$ cat src/rtl/mem_arbiter_if.sv
// Bus bundle between the CPU fetch/data ports, the arbiter and the shared SRAM.
// master: the arbiter's view; slave: the CPU + memory environment's view.
interface mem_arbiter_if #(
  parameter int unsigned ADDR_W = 16,
  parameter int unsigned DATA_W = 32
);
  logic              if_req;
  logic [ADDR_W-1:0] if_addr;
  logic [DATA_W-1:0] if_rdata;
  logic              if_ready;

  logic              dm_read;
  logic              dm_write;
  logic [ADDR_W-1:0] dm_addr;
  logic [DATA_W-1:0] dm_wdata;
  logic [DATA_W-1:0] dm_rdata;
  logic              dm_ready;

  logic              mem_req;
  logic              mem_we;
  logic [ADDR_W-1:0] mem_addr;
  logic [DATA_W-1:0] mem_wdata;
  logic [DATA_W-1:0] mem_rdata;
  logic              mem_ack;

  logic              cpu_stall;

  modport master (
    input  if_req, if_addr, dm_read, dm_write, dm_addr, dm_wdata, mem_rdata, mem_ack,
    output if_rdata, if_ready, dm_rdata, dm_ready, mem_req, mem_we, mem_addr, mem_wdata,
           cpu_stall
  );

  modport slave (
    output if_req, if_addr, dm_read, dm_write, dm_addr, dm_wdata, mem_rdata, mem_ack,
    input  if_rdata, if_ready, dm_rdata, dm_ready, mem_req, mem_we, mem_addr, mem_wdata,
           cpu_stall
  );
endinterface

$ cat src/rtl/mem_arbiter.sv
// Single-port SRAM arbiter: serialises CPU fetch and data accesses onto one req/ack port.
// Define ARB_FAIR_EN to let a waiting fetch win after STARVE_MAX consecutive DM grants.
module mem_arbiter #(
  parameter int unsigned ADDR_W     = 16,
  parameter int unsigned DATA_W     = 32,
  parameter int unsigned STARVE_MAX = 4
) (
  input  logic          clk,
  input  logic          rst,
  mem_arbiter_if.master bus
);
  localparam int unsigned CNT_W = 3;

  typedef enum logic [1:0] {IDLE, IF_ACC, DM_ACC, DONE} state_e;

  state_e            state_q, state_d;
  logic              mem_req_q, mem_req_d;
  logic              mem_we_q, mem_we_d;
  logic [ADDR_W-1:0] mem_addr_q, mem_addr_d;
  logic [DATA_W-1:0] mem_wdata_q, mem_wdata_d;
  logic [DATA_W-1:0] if_rdata_q, if_rdata_d;
  logic [DATA_W-1:0] dm_rdata_q, dm_rdata_d;
  logic              if_ready_q, if_ready_d;
  logic              dm_ready_q, dm_ready_d;
  logic              dm_pend_c;
  logic              if_first_c;

  // A limit beyond the counter range could never trigger.
  if (STARVE_MAX >= (32'd1 << CNT_W)) begin : g_starve_range
    $error("STARVE_MAX does not fit the starvation counter");
  end

  // Read+write together is illegal and is served as a write.
  assign dm_pend_c = bus.dm_read | bus.dm_write;

`ifdef ARB_FAIR_EN
  localparam logic [CNT_W-1:0] STARVE_LIM = CNT_W'(STARVE_MAX);

  logic [CNT_W-1:0] starve_q, starve_d;

  assign if_first_c = bus.if_req & (~dm_pend_c | (starve_q == STARVE_LIM));

  always_ff @(posedge clk or negedge rst) begin
    if (!rst) starve_q <= '0;
    else      starve_q <= starve_d;
  end
`else
  assign if_first_c = bus.if_req & ~dm_pend_c;
`endif

  // State and output registers.
  always_ff @(posedge clk or negedge rst) begin
    if (!rst) begin
      state_q     <= IDLE;
      mem_req_q   <= 1'b0;
      mem_we_q    <= 1'b0;
      mem_addr_q  <= '0;
      mem_wdata_q <= '0;
      if_rdata_q  <= '0;
      dm_rdata_q  <= '0;
      if_ready_q  <= 1'b0;
      dm_ready_q  <= 1'b0;
    end else begin
      state_q     <= state_d;
      mem_req_q   <= mem_req_d;
      mem_we_q    <= mem_we_d;
      mem_addr_q  <= mem_addr_d;
      mem_wdata_q <= mem_wdata_d;
      if_rdata_q  <= if_rdata_d;
      dm_rdata_q  <= dm_rdata_d;
      if_ready_q  <= if_ready_d;
      dm_ready_q  <= dm_ready_d;
    end
  end

  // Arbitration, memory sequencing and completion.
  always_comb begin
    state_d     = state_q;
    mem_req_d   = mem_req_q;
    mem_we_d    = mem_we_q;
    mem_addr_d  = mem_addr_q;
    mem_wdata_d = mem_wdata_q;
    if_rdata_d  = if_rdata_q;
    dm_rdata_d  = dm_rdata_q;
    if_ready_d  = 1'b0;
    dm_ready_d  = 1'b0;
`ifdef ARB_FAIR_EN
    starve_d    = starve_q;
`endif
    unique case (state_q)
      IDLE: begin
`ifdef ARB_FAIR_EN
        if (!bus.if_req) starve_d = '0;
`endif
        if (if_first_c) begin
          state_d    = IF_ACC;
          mem_req_d  = 1'b1;
          mem_we_d   = 1'b0;
          mem_addr_d = bus.if_addr;
`ifdef ARB_FAIR_EN
          starve_d   = '0;
`endif
        end else if (dm_pend_c) begin
          state_d     = DM_ACC;
          mem_req_d   = 1'b1;
          mem_we_d    = bus.dm_write;
          mem_addr_d  = bus.dm_addr;
          mem_wdata_d = bus.dm_wdata;
`ifdef ARB_FAIR_EN
          if (bus.if_req) starve_d = CNT_W'(starve_q + 1'b1);
`endif
        end
      end
      IF_ACC: begin
        if (bus.mem_ack) begin
          state_d    = DONE;
          mem_req_d  = 1'b0;
          if_rdata_d = bus.mem_rdata;
          if_ready_d = 1'b1;
        end
      end
      DM_ACC: begin
        if (bus.mem_ack) begin
          state_d    = DONE;
          mem_req_d  = 1'b0;
          dm_ready_d = 1'b1;
          if (!mem_we_q) dm_rdata_d = bus.mem_rdata;
        end
      end
      DONE:    state_d = IDLE;
      default: state_d = IDLE;
    endcase
  end

  assign bus.mem_req   = mem_req_q;
  assign bus.mem_we    = mem_we_q;
  assign bus.mem_addr  = mem_addr_q;
  assign bus.mem_wdata = mem_wdata_q;
  assign bus.if_rdata  = if_rdata_q;
  assign bus.dm_rdata  = dm_rdata_q;
  assign bus.if_ready  = if_ready_q;
  assign bus.dm_ready  = dm_ready_q;

  assign bus.cpu_stall = (bus.if_req & ~if_ready_q) | (dm_pend_c & ~dm_ready_q);
endmodule

$ cat src/flat_wrapper.sv
// flat-port wrapper written by rule: the top's interface ports become plain ports
module mem_arbiter_flat 
#(
  parameter int unsigned ADDR_W     = 16,
  parameter int unsigned DATA_W     = 32,
  parameter int unsigned STARVE_MAX = 4
)
  (clk, rst, bus_if_req, bus_if_addr, bus_dm_read, bus_dm_write, bus_dm_addr, bus_dm_wdata, bus_mem_rdata, bus_mem_ack, bus_if_rdata, bus_if_ready, bus_dm_rdata, bus_dm_ready, bus_mem_req, bus_mem_we, bus_mem_addr, bus_mem_wdata, bus_cpu_stall);
  mem_arbiter_if #(.ADDR_W(ADDR_W), .DATA_W(DATA_W)) bus_i ();
  input  logic clk;
  input  logic rst;
  input wire logic [$bits(bus_i.if_req)-1:0] bus_if_req;
  input wire logic [$bits(bus_i.if_addr)-1:0] bus_if_addr;
  input wire logic [$bits(bus_i.dm_read)-1:0] bus_dm_read;
  input wire logic [$bits(bus_i.dm_write)-1:0] bus_dm_write;
  input wire logic [$bits(bus_i.dm_addr)-1:0] bus_dm_addr;
  input wire logic [$bits(bus_i.dm_wdata)-1:0] bus_dm_wdata;
  input wire logic [$bits(bus_i.mem_rdata)-1:0] bus_mem_rdata;
  input wire logic [$bits(bus_i.mem_ack)-1:0] bus_mem_ack;
  output wire logic [$bits(bus_i.if_rdata)-1:0] bus_if_rdata;
  output wire logic [$bits(bus_i.if_ready)-1:0] bus_if_ready;
  output wire logic [$bits(bus_i.dm_rdata)-1:0] bus_dm_rdata;
  output wire logic [$bits(bus_i.dm_ready)-1:0] bus_dm_ready;
  output wire logic [$bits(bus_i.mem_req)-1:0] bus_mem_req;
  output wire logic [$bits(bus_i.mem_we)-1:0] bus_mem_we;
  output wire logic [$bits(bus_i.mem_addr)-1:0] bus_mem_addr;
  output wire logic [$bits(bus_i.mem_wdata)-1:0] bus_mem_wdata;
  output wire logic [$bits(bus_i.cpu_stall)-1:0] bus_cpu_stall;
  assign bus_i.if_req = bus_if_req;
  assign bus_i.if_addr = bus_if_addr;
  assign bus_i.dm_read = bus_dm_read;
  assign bus_i.dm_write = bus_dm_write;
  assign bus_i.dm_addr = bus_dm_addr;
  assign bus_i.dm_wdata = bus_dm_wdata;
  assign bus_i.mem_rdata = bus_mem_rdata;
  assign bus_i.mem_ack = bus_mem_ack;
  assign bus_if_rdata = bus_i.if_rdata;
  assign bus_if_ready = bus_i.if_ready;
  assign bus_dm_rdata = bus_i.dm_rdata;
  assign bus_dm_ready = bus_i.dm_ready;
  assign bus_mem_req = bus_i.mem_req;
  assign bus_mem_we = bus_i.mem_we;
  assign bus_mem_addr = bus_i.mem_addr;
  assign bus_mem_wdata = bus_i.mem_wdata;
  assign bus_cpu_stall = bus_i.cpu_stall;
  mem_arbiter #(.ADDR_W(ADDR_W), .DATA_W(DATA_W), .STARVE_MAX(STARVE_MAX)) u_core (.clk(clk), .rst(rst), .bus(bus_i));
endmodule
$ cat config.mk
export PLATFORM = sky130hd
export DESIGN_NAME = mem_arbiter_flat
export DESIGN_NICKNAME = d
export VERILOG_FILES = /design/src/rtl/mem_arbiter_if.sv /design/src/rtl/mem_arbiter.sv /design/src/flat_wrapper.sv
export SDC_FILE = /design/constraint.sdc
export NUM_CORES = 1
export LEC_CHECK = 0
export CAP_MARGIN = 20
export CORE_AREA = 10 10 144 93
export CTS_CLUSTER_SIZE = 25
export DETAILED_ROUTE_END_ITERATION = 6
export DIE_AREA = 0 0 154 103
export PLACE_DENSITY = 0.88
export SETUP_SLACK_MARGIN = 0.15
export SYNTH_ARGS = -nofsm -noshare
export SYNTH_HDL_FRONTEND = slang
export SYNTH_SLANG_ARGS = --single-unit
$ cat constraint.sdc
create_clock -name clk -period 4.58 [get_ports clk]
set_input_delay 0.458 -clock clk [delete_from_list [all_inputs] [get_ports clk]]
set_output_delay 0.458 -clock clk [all_outputs]
set_load 0.05 [all_outputs]
After elaboration in Yosys (flattened, before gate mapping)
Index checks and enable logic that the tools add are counted.
Word-level totals
  flip-flop bits (word level): 118
  latch bits: 0
  memory bits (writable): 0
  ROM bits: 0
  bits of input ports: 102
  output and inout port bits: 117
  word-level logic and storage cells: 49
  memories: 0
Operators by class
  add/subtract/negate cells: 0
  $mul: 0
  divide/modulo/power cells: 0
  order comparisons: 0
  eq/ne operators: 5
  shift-type cells: 0
  muxes and demuxes: 15
  bitwise operators: 10
  reductions and logical operators: 10
Operator list (count)
  $mux W16: 2
  $reduce_and A3 Y1: 3
  $mux W1: 8
  $mux W2: 3
  $pmux W2 S3: 1
  $reduce_and A2 Y1: 3
  $not A1 Y1: 5
  $eq A2 B2 Y1 const B: 2
  $reduce_bool A2 Y1: 2
  $and A1 B1 Y1: 3
  $ne A3 B1 Y1 const B: 1
  $eq A2 B1 Y1 const B: 1
  $logic_not A2 Y1: 1
  $ne A2 B1 Y1 const B: 1
  $or A1 B1 Y1: 2
  $pmux W1 S2: 1
  $reduce_or A2 Y1: 1

Depth between registers and ports, before layout
Gate-level depths: netlist (run 1).
  depth in word-level cells: 5
  gate-level depth with buffers: 8
  gate-level depth less buffers: 5

Least setup slack after synthesis (run 1)
No wires, ideal clock.
  kind: register to output
  start point: register u_core.dm_ready_q (netlist: u_core.bus.dm_ready)
  end point: output port bus_cpu_stall
  data arrival time: 1.402 ns
  data required time: 4.122 ns
  slack: 2.720 ns
  cell stages (with the launch flop): 2
  path buffers: 0
  path through: dfrtp_1 > o22ai_1
On the way
  longest elaborated chain between the ends: 3
Ends and longest elaborated chain
  start, declared: line mem_arbiter.sv:24  | logic dm_ready_q, dm_ready_d;
  start signal, assigned: line mem_arbiter.sv:72  | dm_ready_q <= dm_ready_d;
  $not A1 Y1: line mem_arbiter.sv:144  | assign bus.cpu_stall = (bus.if_req & ~if_ready_q) | (dm_pend_c & ~dm_ready_q);
  $and A1 B1 Y1: line mem_arbiter.sv:144
  $or A1 B1 Y1: line mem_arbiter.sv:144
  end, declared: line flat_wrapper.sv:28  | output wire logic [$bits(bus_i.cpu_stall)-1:0] bus_cpu_stall;
No other way between the ends.

Worst setup path in the final report (run 1)
  start point: input port bus_dm_write
  end point: output port bus_cpu_stall
On the way
  longest elaborated chain between the ends: 3
Ends and longest elaborated chain
  start, declared: line flat_wrapper.sv:15  | input wire logic [$bits(bus_i.dm_write)-1:0] bus_dm_write;
  $or A1 B1 Y1: line mem_arbiter.sv:34  | assign dm_pend_c = bus.dm_read | bus.dm_write;
  $and A1 B1 Y1: line mem_arbiter.sv:144
  $or A1 B1 Y1: line mem_arbiter.sv:144
No other way between the ends.

==> run summary, run 1 <==
max-slew violations -> 0
TritonCTS Buffers -> 17
outcome -> finished, final reports clean
Yosys cell types -> 26
share of cells above drive strength 1 -> 17.02%
Detail Route Antenna Nets -> 0
initial DRC count -> 224
Clock transition at path regs -> 0.05 ns
Min-Delay Path Class -> flip-flop to flip-flop
first-pass GRT wire length -> 22,000 um
later-pin clock latency in the skew report -> 0.40 ns
clk buf depth -> 2
top cell type's share of synthesized area -> 62.29%
fillers -> 764
Mean Syn Cell Area -> 12.92 um^2
initial antenna violation count -> 0
Critical Path RT -> 4.12 ns
drt via density -> 4.896
Die W -> 154 um
CP arrival -> 2.24 ns
count of final hold-check violations -> 0
# DRC -> 0
fin nets -> 698
synth top area cells -> dfrtp_1, mux2_4, nand2_1
Post-DP HPWL -> 10,830 um
total number of vias -> 3,667
Final Core Density -> 69.79%
Slew HR -> 50.35%
Clock Skews -> 0.01176 ns
Die Ht -> 103 um
post-synthesis register bit count -> 118
FMAX -> 0.3709 GHz
Clock Sinks -> 118
I/O Buffers -> 218
largest net degree at the start of global routing -> 82
hold slack -> 0.4744 ns
CTS root buf -> clkbuf_16
area leader, netlist -> dfrtp_1
vias in the first global route -> 3,987
RSZ-0062 raised after global routing -> false
syn nets -> 473
GRT Residual Overflow -> 0
# setup viols final -> 0
H-tree depth -> 4
Total Power -> 7218 uW
Peak VDD IR -> 0.0005849 V
crit path time final -> 2.696 ns
crit path max fanout -> 8
io pins -> 219
yosys warns -> 0
Max-Cap Viols -> 0
gpl congestion -> 0.8576
num rows -> 30
Gate Count Post-Synth -> 367
pre-CTS WS -> 1.899 ns
Area growth, synth to finish -> 60.81%
Mapped Area -> 4741 um^2
startpoint types -> input port
period utilization -> 58.87%
crit path capture type -> output port
power density cells -> 946.8 nW/um^2
GRT Total Usage -> 17.47%
die area -> 15,860 um^2
post-cts gate resize count -> 0
core area -> 10,920 um^2
Avg WL per Cell -> 19.13 um
Starting Density -> 43.40%
Slew @ Worst Pin -> 0.7447 ns
post-synthesis sequential area ratio -> 62.29%
wirelength, routed -> 14,330 um
LEAKAGE -> 0.003527 uW
number of diodes -> 0
critical path class -> input port to output port
setup ws final -> 1.884 ns
DR pass1 iterations -> 6
setup_tns -> 0 ns
TritonCTS clock tree -> done
==> per-layer routing <==
metal	vias to the layer above	track usage (%)	routed length, um	part of all wire, %
li1	1691	-	-	-
met1	1812	19.46	5763	40
met2	151	29.59	7073	49
met3	13	7.500	1287	9.0
met4	0	6.435	201	1.4
met5	-	0	0	0
==> timing repair <==
action / in CTS / in global routing
hold buffers: 0 / 1
endpoints found under the hold margin: 0 / 22
setup buffers: 0 / 0
==> per-stage QoR <==
stage                     cells  cell area (um^2)
after floorplan             367              4741
after global placement      714              7008
after detailed placement    714              7008
after CTS                   746              7566
after global routing        749              7624
final                       749              7624
==> layout make-up <==
type / instances / area [um^2] / share of cell area (%)
Inverter: 20 / 75.07 / 0.9847
Tap cell: 144 / 180.2 / 2.363
Timing Repair Buffer: 225 / 2267 / 29.74
Clock buffer: 18 / 429.2 / 5.629
Clock inverter: 14 / 128.9 / 1.690
Multi-Input combinational cell: 210 / 1590 / 20.86
Sequential cell: 118 / 2953 / 38.73
==> cells in the mapped netlist, drive strengths merged <==
library cell,instances
ha,4
and2,1
o21ai,2
nor2,2
mux2,64
a211oi,1
clkbuf,6
o22ai,4
inv,20
o21a,1
and4bb,1
a222oi,13
or3,1
a21oi,7
nand2,101
o31ai,2
nand4bb,1
buf,13
nor4b,1
nand2b,4
dfrtp,118
==> cell families (layout without fill, tap and decap cells) <==
family	after synthesis	in the layout	share of synthesized area (%)
flops	118	118	62.29
compound gates	30	30	5.225
fa+ha+maj	4	4	1.056
simple gates	112	112	9.633
mux	64	64	17.58
buf+inv	39	277	4.222
==> worst max-delay path: stages <==
cell	delay, ns
clkdlybuf4s50_1	0.69
nor2_1	0.14
o22ai_1	0.13
clkdlybuf4s50_1	0.83
==> layout by cell type, fill, tap and decap left out, drive strengths merged, types with 2 or more instances in the layout <==
| cell type | n |
|---|---|
| clkinv | 4 |
| clkdlybuf4s50 | 217 |
| dfrtp | 118 |
| nor2 | 2 |
| a222oi | 13 |
| a21oi | 7 |
| nand2b | 4 |
| clkinvlp | 6 |
| clkbuf | 18 |
| inv | 23 |
| mux2 | 64 |
| ha | 4 |
| o22ai | 4 |
| buf | 7 |
| o31ai | 2 |
| o21ai | 2 |
| nand2 | 101 |
==> worst paths after layout <==
check	slack, ns	end	from	depth (start not counted)
worst max-delay path	1.88	bus_cpu_stall	bus_dm_write	4
worst min-delay path	0.47	u_core.bus.mem_wdata[18]	u_core.bus.mem_wdata[18]	2
worst max register to register	2.57	u_core.bus.mem_addr[14]	u_core.state_q[0]	6
worst min register to register	0.47	u_core.bus.mem_wdata[18]	u_core.bus.mem_wdata[18]	2
max in group asynchronous	3.28	u_core.bus.dm_rdata[12]	rst	3
min in group asynchronous	0.50	u_core.bus.mem_addr[12]	rst	2
==> where the power goes <==
part / total, uW / internal (uW) / switching, uW
clock: 1230 / 749 / 480
sequential: 1870 / 1570 / 297
combinational: 4120 / 1480 / 2650
==> flip-flops by register name, indices dropped and copies added (netlist names) <==
register and flops:
u_core.bus.dm_rdata 32, u_core.bus.dm_ready 1, u_core.bus.if_rdata 32, u_core.bus.if_ready 1, u_core.bus.mem_addr 16, u_core.bus.mem_req 1
u_core.bus.mem_wdata 32, u_core.bus.mem_we 1, u_core.state_q 2
Power figures use the tool's default switching activity.
==> inputs of run 2 (changes only) <==
Settings changed: CORE_AREA 10 10 144 93 to 10 10 150 97, DIE_AREA 0 0 154 103 to 0 0 160 107, PLACE_DENSITY 0.88 to 0.82.
Clock period 4.58 ns to 2.8 ns, I/O delays scaled along.
==> run summary, run 2 (synthesis gave the netlist of run 1 again) <==
gpl congestion -> 0.8358 (was 0.8576)
Detail Route Antenna Nets -> 0 (unchanged)
crit path time final -> 2.317 ns
RSZ-0062 raised after global routing -> false (unchanged)
Starting Density -> 40.21% (was 43.40%)
first-pass GRT wire length -> 22,730 um (was 22,000 um)
I/O Buffers -> 218 (unchanged)
Post-DP HPWL -> 11,060 um (was 10,830 um)
Peak VDD IR -> 0.0007152 V (was 0.0005849 V)
commonest non-fill, non-tap cell in the layout -> clkdlybuf4s50_1 (unchanged)
period utilization -> 82.75%
CP arrival -> 2.04 ns (was 2.24 ns)
Final Core Density -> 65.01% (was 69.79%)
GRT Total Usage -> 16.53% (was 17.47%)
Max-Cap Viols -> 0 (unchanged)
CP top delay family -> buffers and inverters (unchanged)
TritonCTS Buffers -> 17 (unchanged)
Slowest-stage cell, CP -> clkdlybuf4s50_1 (unchanged)
pre-CTS WS -> 0.4927 ns (was 1.899 ns)
outcome -> finished, final reports clean (unchanged)
# setup viols final -> 0 (unchanged)
Slew @ Worst Pin -> 0.7279 ns (was 0.7447 ns)
count of final hold-check violations -> 0 (unchanged)
Clock Sinks -> 118 (unchanged)
clk buf depth -> 2 (unchanged)
largest net degree at the start of global routing -> 57 (was 82)
number of diodes -> 0 (unchanged)
power density cells -> 1551 nW/um^2 (was 946.8 nW/um^2)
fin nets -> 699 (was 698)
critical path class -> input port to output port (unchanged)
total number of vias -> 3,637 (was 3,667)
initial antenna violation count -> 0 (unchanged)
setup ws final -> 0.4830 ns (was 1.884 ns)
share of cells above drive strength 1 -> 16.50% (was 17.02%)
vias in the first global route -> 4,026 (was 3,987)
drt via density -> 4.717 (was 4.896)
crit path max fanout -> 8 (unchanged)
H-tree depth -> 4 (unchanged)
GRT Residual Overflow -> 0 (unchanged)
Area growth, synth to finish -> 61.70% (was 60.81%)
placed insts -> 738 (was 714)
critical path buffer and inverter count -> 2 (unchanged)
core area -> 11,790 um^2 (was 10,920 um^2)
final non-filler cell total -> 771 (was 749)
Crit path top cell by count -> clkdlybuf4s50_1 (unchanged)
LEAKAGE -> 0.003553 uW (was 0.003527 uW)
Clock Skews -> 0.01058 ns (was 0.01176 ns)
Die Ht -> 107 um (was 103 um)
setup_tns -> 0 ns (unchanged)
Min-Delay Path Class -> input port to flip-flop (was flip-flop to flip-flop)
# DRC -> 0 (unchanged)
crit path capture type -> output port (unchanged)
FMAX -> 0.4316 GHz
initial DRC count -> 148 (was 224)
Critical Path RT -> 2.52 ns (was 4.12 ns)
fillers -> 924 (was 764)
die area -> 17,120 um^2 (was 15,860 um^2)
max-slew violations -> 0 (unchanged)
Clock transition at path regs -> 0.05 ns (about the same)
wirelength, routed -> 14,320 um (was 14,330 um)
CTS root buf -> clkbuf_16 (unchanged)
DR pass1 iterations -> 5 (was 6)
io pins -> 219 (unchanged)
TritonCTS clock tree -> done (unchanged)
Avg WL per Cell -> 18.58 um (was 19.13 um)
num rows -> 31 (was 30)
later-pin clock latency in the skew report -> 0.40 ns (about the same)
most frequent cells in the layout -> clkdlybuf4s50_1, dfrtp_1, nand2_1 (unchanged)
Die W -> 160 um (was 154 um)
Worst path max stage delay -> 0.83 ns (about the same)
CP cell instances -> clkdlybuf4s50_1 > nor2_1 > o22ai_1 > clkdlybuf4s50_1 (unchanged)
worst reg2reg setup slack -> 0.70 ns (was 2.57 ns)
startpoint types -> input port (unchanged)
Slew HR -> 51.47% (was 50.35%)
==> run 2: layer usage <==
layer / global-route usage, % / vias up / share of wire (%)
met1: 19.74 / 1788 / 42
met5: 0 / - / 0
met4: 4.178 / 0 / 0.84
met2: 27.49 / 150 / 48
li1: - / 1686 / -
met3: 6.608 / 13 / 8.3
==> run 2: tightest hold or removal path, stage by stage <==
cell             delay [ns]
clkdlybuf4s50_1        0.40
nand2_1                0.05
nand2_1                0.04
==> run 2: path summary, 6_finish.rpt <==
kind | from | endpoint | depth (start not counted)
max | bus_dm_write | bus_cpu_stall | 4
min | bus_dm_wdata[8] | u_core.bus.mem_wdata[8] | 3
max reg2reg | u_core.state_q[1] | u_core.state_q[0] | 5
min reg2reg | u_core.bus.mem_wdata[10] | u_core.bus.mem_wdata[10] | 2
max in group asynchronous | rst | u_core.bus.mem_wdata[22] | 3
min in group asynchronous | rst | u_core.bus.mem_addr[4] | 2
==> run 2: cell type report <==
type	instances	area, um^2	share of cell area, %
well taps	165	206.4	2.693
clock inverters	10	130.1	1.697
clock buffers	22	444.2	5.794
multi-input cells	210	1590	20.74
inverters	20	75.07	0.9793
flip-flops and latches	118	2953	38.52
repair buffers	226	2267	29.57
==> run 2: stage by stage <==
stage | hold WS [ns] | instance area, um^2 | total power [uW]
after floorplan | -0.01559 | 4741 | 7458
after global placement | 0.3627 | 7082 | 9705
after detailed placement | 0.3762 | 7082 | 9861
after CTS | 0.3963 | 7666 | 12040
after global routing | 0.4103 | 7666 | 12460
final | 0.4120 | 7666 | 11890
==> run 2: timing repair <==
item / CTS / global route
buffers inserted: 0 / 0
gates resized for setup: 0 / 0
endpoints found under the hold margin: 53 / 0
hold buffers: 1 / 0
==> run 2: where the power goes <==
part	internal, uW	switching, uW
clock network	1390	715
logic	2420	4310
registers	2570	486
